<file path="config.mk">
export PLATFORM = sky130hd
export DESIGN_NAME = axi_reg_master
export DESIGN_NICKNAME = d
export VERILOG_FILES = /design/src/rtl/sata_axi_pkg.sv /design/src/rtl/axi_reg_master.sv
export SDC_FILE = /design/constraint.sdc
export NUM_CORES = 1
export LEC_CHECK = 0
export ABC_CLOCK_PERIOD_IN_PS = 5370
export BUFFER_PORTS_ARGS = -buffer_cell sky130_fd_sc_hd__buf_2
export CAP_MARGIN = 30
export CORE_MARGIN = 10
export CORE_UTILIZATION = 25
export DETAILED_ROUTE_END_ITERATION = 10
export PLACE_DENSITY_LB_ADDON = 0.12
export SLEW_MARGIN = 20
export SYNTH_ARGS = -nofsm -noshare
export SYNTH_HDL_FRONTEND = slang
export SYNTH_SLANG_ARGS = --single-unit
</file>
<file path="constraint.sdc">
create_clock -name ACLK -period 5.37 [get_ports ACLK]
set_clock_uncertainty 0.15 [all_clocks]
set_input_delay 0.537 -clock ACLK [delete_from_list [all_inputs] [get_ports ACLK]]
set_output_delay 0.537 -clock ACLK [all_outputs]
set_load 0.01 [all_outputs]
</file>
<file path="src/rtl/sata_axi_pkg.sv">
// sata_axi_pkg: shared FSM encoding and fixed AXI burst attributes for the register master.
package sata_axi_pkg;
    typedef enum logic [2:0] {
        ST_IDLE,
        ST_W_ADDR,
        ST_W_RESP,
        ST_R_ADDR,
        ST_R_DATA,
        ST_RSP
    } state_t;
    localparam logic [3:0] AXI_LEN_SINGLE = 4'd0;
    localparam logic [1:0] AXI_SIZE_4B    = 2'b10;
    localparam logic [1:0] AXI_BURST_INCR = 2'b01;
    localparam logic [1:0] RESP_TIMEOUT   = 2'b11;
endpackage

</file>
<file path="src/rtl/axi_reg_master.sv">
// axi_reg_master: single-outstanding AXI3 register master turning a simple command
// handshake into one 32-bit read or write, with a bounded wait on the response channel.
module axi_reg_master
    import sata_axi_pkg::*;
#(
    parameter logic [11:0] ID      = 12'h000,
    parameter int          TIMEOUT = 1024
) (
    input  logic        ACLK,
    input  logic        ARESETN,
    input  logic        cmd_valid,
    output logic        cmd_ready,
    input  logic        cmd_rnw,
    input  logic [31:0] cmd_addr,
    input  logic [31:0] cmd_wdata,
    input  logic [3:0]  cmd_wstb,
    output logic        rsp_valid,
    input  logic        rsp_ready,
    output logic [31:0] rsp_rdata,
    output logic [1:0]  rsp_resp,
    output logic        rsp_timeout,
    output logic [11:0] AWID,
    output logic [31:0] AWADDR,
    output logic [3:0]  AWLEN,
    output logic [1:0]  AWSIZE,
    output logic [1:0]  AWBURST,
    output logic        AWVALID,
    input  logic        AWREADY,
    output logic [11:0] WID,
    output logic [31:0] WDATA,
    output logic [3:0]  WSTRB,
    output logic        WLAST,
    output logic        WVALID,
    input  logic        WREADY,
    input  logic [11:0] BID,
    input  logic [1:0]  BRESP,
    input  logic        BVALID,
    output logic        BREADY,
    output logic [11:0] ARID,
    output logic [31:0] ARADDR,
    output logic [3:0]  ARLEN,
    output logic [1:0]  ARSIZE,
    output logic [1:0]  ARBURST,
    output logic        ARVALID,
    input  logic        ARREADY,
    input  logic [11:0] RID,
    input  logic [31:0] RDATA,
    input  logic [1:0]  RRESP,
    input  logic        RLAST,
    input  logic        RVALID,
    output logic        RREADY
);
    state_t      state;
    logic [31:0] addr;
    logic [31:0] cnt;
    logic        expired;
    logic        aw_done;
    logic        w_done;
    logic        unused_ok;

    assign AWID    = ID;
    assign WID     = ID;
    assign ARID    = ID;
    assign AWLEN   = AXI_LEN_SINGLE;
    assign ARLEN   = AXI_LEN_SINGLE;
    assign AWSIZE  = AXI_SIZE_4B;
    assign ARSIZE  = AXI_SIZE_4B;
    assign AWBURST = AXI_BURST_INCR;
    assign ARBURST = AXI_BURST_INCR;
    assign AWADDR  = addr;
    assign ARADDR  = addr;
    assign WLAST   = WVALID;
    assign unused_ok = ^{RID, BID, RLAST, cmd_addr[1:0]};

    // A zero TIMEOUT means wait forever on B/R.
    assign expired = (TIMEOUT != 0) && (cnt == 32'(TIMEOUT - 1));
    assign aw_done = !AWVALID || AWREADY;
    assign w_done  = !WVALID || WREADY;

    always_ff @(posedge ACLK) begin
        if (!ARESETN) begin
            state       <= ST_IDLE;
            cmd_ready   <= 1'b0;
            AWVALID     <= 1'b0;
            WVALID      <= 1'b0;
            ARVALID     <= 1'b0;
            BREADY      <= 1'b0;
            RREADY      <= 1'b0;
            rsp_valid   <= 1'b0;
            rsp_timeout <= 1'b0;
            rsp_resp    <= 2'b00;
            rsp_rdata   <= 32'h0;
            cnt         <= 32'h0;
            addr        <= 32'h0;
            WDATA       <= 32'h0;
            WSTRB       <= 4'h0;
        end else begin
            case (state)
                ST_IDLE: begin
                    if (cmd_valid && cmd_ready) begin
                        cmd_ready <= 1'b0;
                        addr      <= {cmd_addr[31:2], 2'b00};
                        WDATA     <= cmd_wdata;
                        WSTRB     <= cmd_wstb;
                        AWVALID   <= !cmd_rnw;
                        WVALID    <= !cmd_rnw;
                        ARVALID   <= cmd_rnw;
                        state     <= cmd_rnw ? ST_R_ADDR : ST_W_ADDR;
                    end else begin
                        cmd_ready <= 1'b1;
                    end
                end
                ST_W_ADDR: begin
                    if (AWVALID && AWREADY) AWVALID <= 1'b0;
                    if (WVALID && WREADY) WVALID <= 1'b0;
                    if (aw_done && w_done) begin
                        BREADY <= 1'b1;
                        cnt    <= 32'h0;
                        state  <= ST_W_RESP;
                    end
                end
                ST_R_ADDR: begin
                    if (ARREADY) begin
                        ARVALID <= 1'b0;
                        RREADY  <= 1'b1;
                        cnt     <= 32'h0;
                        state   <= ST_R_DATA;
                    end
                end
                ST_W_RESP, ST_R_DATA: begin
                    // A beat landing on the expiry cycle still wins over the timeout.
                    if (state == ST_W_RESP ? BVALID : RVALID) begin
                        BREADY      <= 1'b0;
                        RREADY      <= 1'b0;
                        rsp_valid   <= 1'b1;
                        rsp_timeout <= 1'b0;
                        rsp_resp    <= state == ST_W_RESP ? BRESP : RRESP;
                        rsp_rdata   <= state == ST_W_RESP ? 32'h0 : RDATA;
                        state       <= ST_RSP;
                    end else if (expired) begin
                        BREADY      <= 1'b0;
                        RREADY      <= 1'b0;
                        rsp_valid   <= 1'b1;
                        rsp_timeout <= 1'b1;
                        rsp_resp    <= RESP_TIMEOUT;
                        rsp_rdata   <= 32'h0;
                        state       <= ST_RSP;
                    end else begin
                        cnt <= cnt + 32'h1;
                    end
                end
                ST_RSP: begin
                    if (rsp_ready) begin
                        rsp_valid <= 1'b0;
                        cmd_ready <= 1'b1;
                        state     <= ST_IDLE;
                    end
                end
                default: state <= ST_IDLE;
            endcase
        end
    end
endmodule
</file>
==> results.yml, run 1 <==
critical_path:
  cp_max_fo: 27
  ff2ff_setup_slack_ps: 2240
  arrival_ps: 3300
  crit_type: "flip-flop to flip-flop"
  reg2regPathDepth: 7
  end_kind: "flip-flop"
  cp.required_ps: 5540
  start_kind: "flip-flop"
  timing.rr.end: "rsp_resp[0]"
  reg2reg_from: "state[0]"
sta:
  worst_pin_slew_ps: 952
  slew_headroom_pct: 36.0
  slew_violations: 0
  finalSetupViolCount: 0
  fmax_mhz: 320
  fin_tns_setup_ps: 0
  grt_setup_unrepaired: "no"
  period_needed_ps: 3130
  fin_crit_sh_pct: 58.3
  whs_ps: 174
  hold_viol_final: 0
power_and_ir_drop:
  cellPowerDensity_mw_per_mm2: 412
  power.leakage_uw: 0.00357
  p_clk_share_pct: 35.3
  p_sw_uw: 1240
  seqPwrFrac_pct: 37.4
  comb_power_share_pct: 27.2
  p_int_uw: 2240
  switching_share_pct: 35.7
  peakVddDrop_v: 0.000204
cells_and_area:
  regArea_sq_mm: 0.00286
  fill_cells: 2912
  final_cells: 1351
  multiInputGateArea_sq_mm: 0.00318
  layout.nets: 1136
  syn2layout_area_growth_pct: 25.0
  drive_gt1_share_pct: 30.3
cts:
  cts_setup_buffers: 0
  clkSinkCount: 143
  h-tree-depth: 4
  cts_hold_buf: 0
  root_buffer: "clkbuf_16"
  cts_buffers: 17
  clockBufferDepth: 2
  cts_tree: "yes"
  clk_latency_ps: 420
  cts_resized: 0
  clk_pin_slew_worst_paths_ps: 70
synth:
  synth_top_area_share_pct: 42.4
  yosys.area.top_type: "dfxtp_1"
  netlist_area_sq_mm: 0.00675
  syn_inst: 805
  synth_edf_count: 0
  synth_cell_types: 64
  yosys_warnings: 0
  ys_async_sr_fraction_pct: 0
  syn-mean-instance-area_sq_um: 8.38
  synthFlopType: "dfxtp_1"
  yosysSeqAreaShare_pct: 42.4
  synthTopCellsByArea: "dfxtp_1, nand2_1, buf_4"
  ys_ff_latch: 143
die:
  ios: 334
  coreArea_sq_mm: 0.0267
  dieArea_sq_mm: 0.0340
  die_w_microns: 184
  die_y_microns: 184
  start_util_pct: 25.3
  fp-row-count: 60
route:
  viasPerCell: 4.47
  drt_pass1_iterations: 4
  drtIter0Drc: 292
  vias: 6034
  totalWireLength_microns: 22400
  wl_per_cell_microns: 16.5
  drc_errors: 0
  ant_nets: 0
min_path:
  hold_class: "primary input to flip-flop"
  holdPathEnd: "rsp_rdata[3]"
  holdPathStages: 2
  worstHoldStart: "RDATA[3]"
grt:
  grtUsageTotal_pct: 12.8
  grt_first_pass_wirelength_microns: 34600
  grt_pass1_vias: 5913
  grt_start_max_net_pins: 66
  grt_antenna_before_repair: 5
  gr-total-overflow: 0
placement:
  dp_hpwl_microns: 16100
  gp_congestion: 0.747
  port_buffers: 250
  place_inst: 1317
status:
  status: "finished, final reports clean"
run:
  maxCapViolCount: 0
[synth_stat cells, types with 3 or more instances]
| cell type | n |
|---|---|
| dfxtp_1 | 143 |
| buf_4 | 89 |
| o21ai_0 | 47 |
| and4_1 | 4 |
| inv_1 | 10 |
| nand3_1 | 11 |
| or3_1 | 20 |
| and2_1 | 4 |
| nand2_1 | 182 |
| and3_1 | 3 |
| o2111ai_1 | 5 |
| nor3_1 | 8 |
| buf_2 | 9 |
| o31ai_1 | 7 |
| a32o_1 | 7 |
| clkbuf_1 | 36 |
| a21boi_0 | 70 |
| or4_1 | 6 |
| o211ai_1 | 27 |
| nor2b_1 | 4 |
| o311ai_0 | 3 |
| buf_1 | 4 |
| a21oi_1 | 29 |
| nand4_1 | 5 |
| nor2_1 | 16 |
| nor4_1 | 6 |
| o41ai_1 | 3 |
[metrics by stage]
stage | cell area, sq um | total power, uW | setup slack (ps) | utilization, %
final | 8440 | 3480 | 2240 | 31.6
after global routing | 8440 | 3720 | 1910 | 31.6
after CTS | 8430 | 3550 | 2200 | 31.5
after detailed placement | 7820 | 2300 | 2190 | 29.3
after global placement | 7820 | 2300 | 2190 | 29.3
after floorplan | 6950 | 1980 | 3170 | -
[power by group through the flow]
stage | registers, uW | logic, uW | clock network [uW]
floorplan | 1350 | 629 | 0
global placement | 1320 | 977 | 0
detailed placement | 1330 | 973 | 0
CTS | 1300 | 973 | 1270
global route | 1320 | 1060 | 1330
finish | 1300 | 948 | 1230
[area by class of cell]
class	instances	area share, %
tap	341	5.06
antenna	1	0.0297
clock buffer	20	5.41
timing repair buffer	259	15.7
sequential	143	33.9
clock inverter	12	1.75
multi-input combinational	564	37.7
inverter	11	0.489
[layer usage]
metal | GRT usage, % | vias to the layer above | routed length, microns
met1 | 15.3 | 2747 | 9710
li1 | - | 3048 | -
met3 | 5.53 | 17 | 2130
met4 | 3.51 | 6 | 131
met2 | 20.4 | 216 | 10400
met5 | 0 | - | 34
[logic make-up after synthesis]
kind of cell	synth area share (%)
AND/OR/NAND/NOR	19.4
flip-flops	42.4
XOR/XNOR	0.130
other	0.111
AO/OA/AOI/OAI	23.3
buffers and inverters	13.8
adder cells (fa/ha/maj)	0.185
multiplexers	0.630
[cell usage in the layout, fill, tap and decap left out, types with 4 or more instances in the layout]
cell type,instances
o31ai_1,7
o21ai_0,47
nor4_1,6
a21boi_0,70
nand3_1,10
nor2_1,16
a21oi_1,29
or3_1,20
a32o_1,7
buf_4,10
nand2_1,182
o2111ai_1,5
clkbuf_16,17
dfxtp_1,143
nor3_1,8
buf_2,249
nand4_1,5
o211ai_1,27
inv_6,5
or4_1,6
and2_1,4
and4_1,4
conb_1,56
inv_1,10
[worst max-delay path by stage]
stage | end | cells past startpoint | from
after global placement | rsp_resp[0] | 7 | state[0]
after floorplan | cnt[31] | 8 | state[0]
after detailed placement | rsp_resp[0] | 7 | state[0]
after CTS | cnt[28] | 5 | state[0]
final | rsp_resp[0] | 7 | state[0]
after global routing | rsp_resp[0] | 7 | state[0]
[worst max-delay path, stage by stage, from the launching register on]
cell and delay, ps:
dfxtp_1 730, inv_1 230, a31oi_4 530, clkinv_1 130
buf_4 250, or2_0 390, buf_4 290, o221a_2 290
[flip-flops by register name, indices dropped and copies added (netlist names), 2 cells and up]
name,flops
rsp_rdata,32
rsp_resp,2
cnt,32
WDATA,32
state,3
ARADDR,30
WSTRB,4
(Power assumes the default switching activity.)
==> run 2: changes to the inputs <==
Settings changed: ABC_CLOCK_PERIOD_IN_PS 5370 to 2800.
Clock period 5.37 ns to 2.8 ns, I/O delays scaled along.
==> results.yml, run 2 (synthesized netlist as in run 1, its figures left out) <==
grt:
  grt_antenna_before_repair: 1
  grt_first_pass_wirelength_microns: 35900
  grt_pass1_vias: 6452
  grtUsageTotal_pct: 13.0
  grt_start_max_net_pins: 71
  gr-total-overflow: 0
die:
  dieArea_sq_mm: 0.0340
  ios: 334
  start_util_pct: 25.3
  coreArea_sq_mm: 0.0267
  die_w_microns: 184
  die_y_microns: 184
  fp-row-count: 60
cells_and_area:
  syn2layout_area_growth_pct: 41.5
  final_cell_mix: "buf_2, nand2_1, dfxtp_1, dlygate4sd3_1, a21boi_0"
  final_cell_area_sq_mm: 0.00955
  final_core_util_pct: 35.7
  reg.largest.list: "WDATA: 32 flops, cnt: 32 flops, rsp_rdata: 32 flops"
  drive_gt1_share_pct: 28.6
  layout.nets: 1247
  fill_cells: 2793
  final_common_cell: "buf_2"
  final_cells: 1460
  antennaDiodeCount: 0
route:
  totalWireLength_microns: 22900
  drt_pass1_iterations: 4
  drtIter0Drc: 287
  vias: 6452
  drc_errors: 0
  viasPerCell: 4.42
  wl_per_cell_microns: 15.7
  ant_nets: 0
min_path:
  worstHoldStart: "cmd_addr[30]"
  hold_class: "primary input to flip-flop"
  holdPathEnd: "ARADDR[30]"
  holdPathStages: 3
critical_path:
  timing.rr.end: "cnt[28]"
  cp_slowest_stage_delay_ps: 500
  cp_max_fo: 14
  slowest_stage: "a31oi_4"
  cp_common_cell: "buf_4"
  reg2reg_from: "state[1]"
  cp-startpoint: "state[1]"
  critical_path.top_delay_family: "compound AO/OA/AOI/OAI gates"
  crit_buf_inv: 2
  ff2ff_setup_slack_ps: 300
  arrival_ps: 2710
  start_kind: "flip-flop"
  end_kind: "flip-flop"
  worstPathCellList: "buf_4 -> nor2b_1 -> a31oi_4 -> o2111ai_1 -> buf_4 -> or4_1 -> a21oi_1"
  crit_type: "flip-flop to flip-flop"
  reg2regPathDepth: 7
  cp.required_ps: 3010
sta:
  setup_ws_ps: 297
  fin_crit_sh_pct: 89.4
  hold_viol_final: 0
  fin_tns_setup_ps: 0
  slew_violations: 0
  period_needed_ps: 2500
  slew_headroom_pct: 54.7
  finalSetupViolCount: 0
  fmax_mhz: 400
  worst_pin_slew_ps: 677
  grt_setup_unrepaired: "no"
cts:
  cts_tree: "yes"
  clk_pin_slew_worst_paths_ps: 70
  clockBufferDepth: 2
  h-tree-depth: 4
  clk_latency_ps: 420
  clkSinkCount: 143
  root_buffer: "clkbuf_16"
  cts_resized: 0
  cts_buffers: 17
status:
  status: "finished, final reports clean"
placement:
  placed_area_sq_mm: 0.00799
  place_inst: 1332
  pre_cts_slack_ps: 272
  dp_hpwl_microns: 16300
  port_buffers: 250
  gp_congestion: 0.729
run:
  maxCapViolCount: 0
power_and_ir_drop:
  cellPowerDensity_mw_per_mm2: 718
  power.leakage_uw: 0.00407
  peakVddDrop_v: 0.000294
## run 2: cell types whose count changed in the layout (fill, tap and decap cells not counted), moves of 2 or more
cell / delta
buf_12: +4
buf_4: +10
inv_6: -2
clkinv_4: +2
dlygate4sd3_1: +97
## run 2: worst max path at each step
| stage | to | cells past startpoint |
|---|---|---|
| after detailed placement | state[0] | 6 |
| after CTS | state[0] | 6 |
| after floorplan | cnt[31] | 8 |
| final | cnt[28] | 7 |
| after global routing | rsp_valid | 6 |
| after global placement | state[0] | 6 |
## run 2: cell type report
type / instances / area [sq um] / area share, %
Multi-Input combinational cell: 564 / 3180 / 33.3
Timing Repair Buffer: 370 / 2450 / 25.6
Clock inverter: 13 / 156 / 1.64
Clock buffer: 18 / 439 / 4.60
Sequential cell: 143 / 2860 / 30.0
Tap cell: 341 / 427 / 4.47
Inverter: 11 / 41.3 / 0.432
## run 2: power by group
part | internal [uW] | leakage [uW] | switching (uW) | total (uW)
clock network | 1360 | 0.000291 | 968 | 2320
logic | 800 | 0.00262 | 1280 | 2080
registers | 2290 | 0.00116 | 167 | 2460
## run 2: what timing repair did
item / in CTS / in global routing
setup buffers: 0 / 0
hold buffers: 97 / 0
hold endpoints to repair: 97 / 0
## run 2: worst min-delay path: stages
cell      delay [ps]
buf_2            100
nand2_1           80
a21boi_0          80
## run 2: routing by layer
layer | up-vias | GRT usage, % | wire length [microns]
li1 | 3270 | - | -
met1 | 2930 | 15.6 | 10200
met2 | 235 | 21.5 | 10500
met3 | 17 | 4.86 | 2070
met4 | 0 | 3.44 | 191
met5 | - | 0 | 0
## run 2: through the flow
step | hold slack (ps) | power, uW
3_3_place_gp | 292 | 4530
3_5_place_dp | 296 | 4510
5_1_grt | 17.8 | 7290
6_report | 19.1 | 6860
4_1_cts | 5.44 | 6990
2_1_floorplan | 256 | 3800
==> run 3: changes to the inputs <==
Settings changed: CAP_MARGIN 30 to 40, MAX_ROUTING_LAYER from default to met4, SETUP_SLACK_MARGIN from default to 0.5.
==> results.yml, run 3 (synthesized netlist as in run 1, its figures left out) <==
cts:
  h-tree-depth: 4
  clkSinkCount: 143
  root_buffer: "clkbuf_16"
  clk_pin_slew_worst_paths_ps: 70
  cts_tree: "yes"
  clockBufferDepth: 2
  cts_buffers: 17
  clk_latency_ps: 430
cells_and_area:
  final_common_cell: "buf_2"
  final_cell_mix: "buf_2, nand2_1, dfxtp_1, dlygate4sd3_1, a21boi_0"
  final_cell_area_sq_mm: 0.00988
  syn2layout_area_growth_pct: 46.5
  reg.largest.list: "WDATA: 32 flops, cnt: 32 flops, rsp_rdata: 32 flops"
  final_core_util_pct: 37.0
  drive_gt1_share_pct: 31.8
  layout.nets: 1271
die:
  start_util_pct: 25.3
  fp-row-count: 60
  dieArea_sq_mm: 0.0340
  coreArea_sq_mm: 0.0267
  die_w_microns: 184
  die_y_microns: 184
  ios: 334
sta:
  setup_ws_ps: 498
  grt_setup_unrepaired: "yes"
  hold_viol_final: 0
  slew_headroom_pct: 57.2
  slew_violations: 0
  period_needed_ps: 2300
  fmax_mhz: 434
  finalSetupViolCount: 0
  fin_tns_setup_ps: 0
  fin_crit_sh_pct: 82.2
  worst_pin_slew_ps: 642
grt:
  gr-total-overflow: 0
  grt_antenna_before_repair: 1
  grtUsageTotal_pct: 13.5
  grt_start_max_net_pins: 71
  grt_first_pass_wirelength_microns: 36300
  grt_pass1_vias: 6554
power_and_ir_drop:
  seqPwrFrac_pct: 34.8
  p_sw_uw: 2480
  power.leakage_uw: 0.00423
  p_int_uw: 4610
  switching_share_pct: 35.0
  cellPowerDensity_mw_per_mm2: 717
  peakVddDrop_v: 0.000299
  comb_power_share_pct: 32.4
  p_clk_share_pct: 32.8
critical_path:
  cp.required_ps: 3010
  reg2regPathDepth: 7
  start_kind: "flip-flop"
  reg2reg_from: "state[1]"
  ff2ff_setup_slack_ps: 500
  cp_max_fo: 8
  crit_type: "flip-flop to flip-flop"
  timing.rr.end: "cnt[28]"
  end_kind: "flip-flop"
  arrival_ps: 2510
route:
  vias: 6565
  ant_nets: 0
  viasPerCell: 4.42
  totalWireLength_microns: 23300
  drt_pass1_iterations: 4
  wl_per_cell_microns: 15.7
  drtIter0Drc: 297
  drc_errors: 0
placement:
  port_buffers: 250
  pre_cts_slack_ps: 272
  dp_hpwl_microns: 16300
  gp_congestion: 0.737
  placed_area_sq_mm: 0.00799
min_path:
  holdPathEnd: "ARADDR[30]"
  holdPathStages: 3
  hold_class: "primary input to flip-flop"
  worstHoldStart: "cmd_addr[30]"
status:
  status: "finished, final reports clean"
run:
  maxCapViolCount: 0
run 3: cell count changes in the layout (fill, tap and decap cells not counted), moves of 3 or more:
cell	previous run	this run
buf_4	20	38
buf_6	0	4
dfxtp_1	143	139
dfxtp_2	0	3
run 3: worst max-delay path: stages, from the launching register on:
cell and delay, ps:
dfxtp_4 350, or3b_4 420, o32ai_4 250, buf_12 170, o2111ai_4 100, buf_6 170
or4_1 470, a21oi_1 150
run 3: through the flow:
stage | cells | power, uW | hold WS [ps]
2_1_floorplan | 859 | 3800 | 256
3_5_place_dp | 1332 | 4510 | 296
3_3_place_gp | 1332 | 4530 | 292
4_1_cts | 1476 | 7150 | 5.44
5_1_grt | 1485 | 7520 | 17.8
6_report | 1485 | 7090 | 10.6
run 3: power by group through the flow:
stage	Sequential (uW)	Combinational (uW)	Clock [uW]
2_1_floorplan	2590	1210	0
3_3_place_gp	2500	2030	0
3_5_place_dp	2500	2010	0
4_1_cts	2460	2280	2410
5_1_grt	2500	2530	2490
6_report	2470	2300	2320
run 3: cell type report:
| class | instances | area [sq um] |
|---|---|---|
| inverters | 11 | 42.5 |
| clock buffers | 18 | 439 |
| clock inverters | 13 | 156 |
| flip-flops and latches | 143 | 2870 |
| fillers | 2776 | 16800 |
| multi-input cells | 564 | 3280 |
| well taps | 341 | 427 |
| diodes | 1 | 2.50 |
| repair buffers | 394 | 2660 |
run 3: worst max path at each step:
stage | startpoint | to | slack, ps | cells past startpoint
6_report | state[1] | cnt[28] | 500 | 7
5_1_grt | state[1] | cnt[28] | 390 | 7
4_1_cts | state[1] | cnt[28] | 490 | 7
3_5_place_dp | state[1] | state[0] | 270 | 6
3_3_place_gp | state[1] | state[0] | 250 | 6
2_1_floorplan | state[0] | cnt[31] | 600 | 8
run 3: per-layer routing:
layer  vias to the layer above  wire (microns)  GRT usage (%)
met5                         -               0              -
met4                         0             203           3.44
met3                        19            1820           4.31
met2                       221           10700           21.8
met1                      3004           10600           16.0
li1                       3321               -              -
run 3: what timing repair did:
action,4_1_cts,5_1_grt
setup buffers,16,8
hold buffers,97,0
endpoints found under the setup margin,66,56
gates cloned,0,0
pin swaps,3,15
endpoints found under the hold margin,97,0
resized for setup,18,16
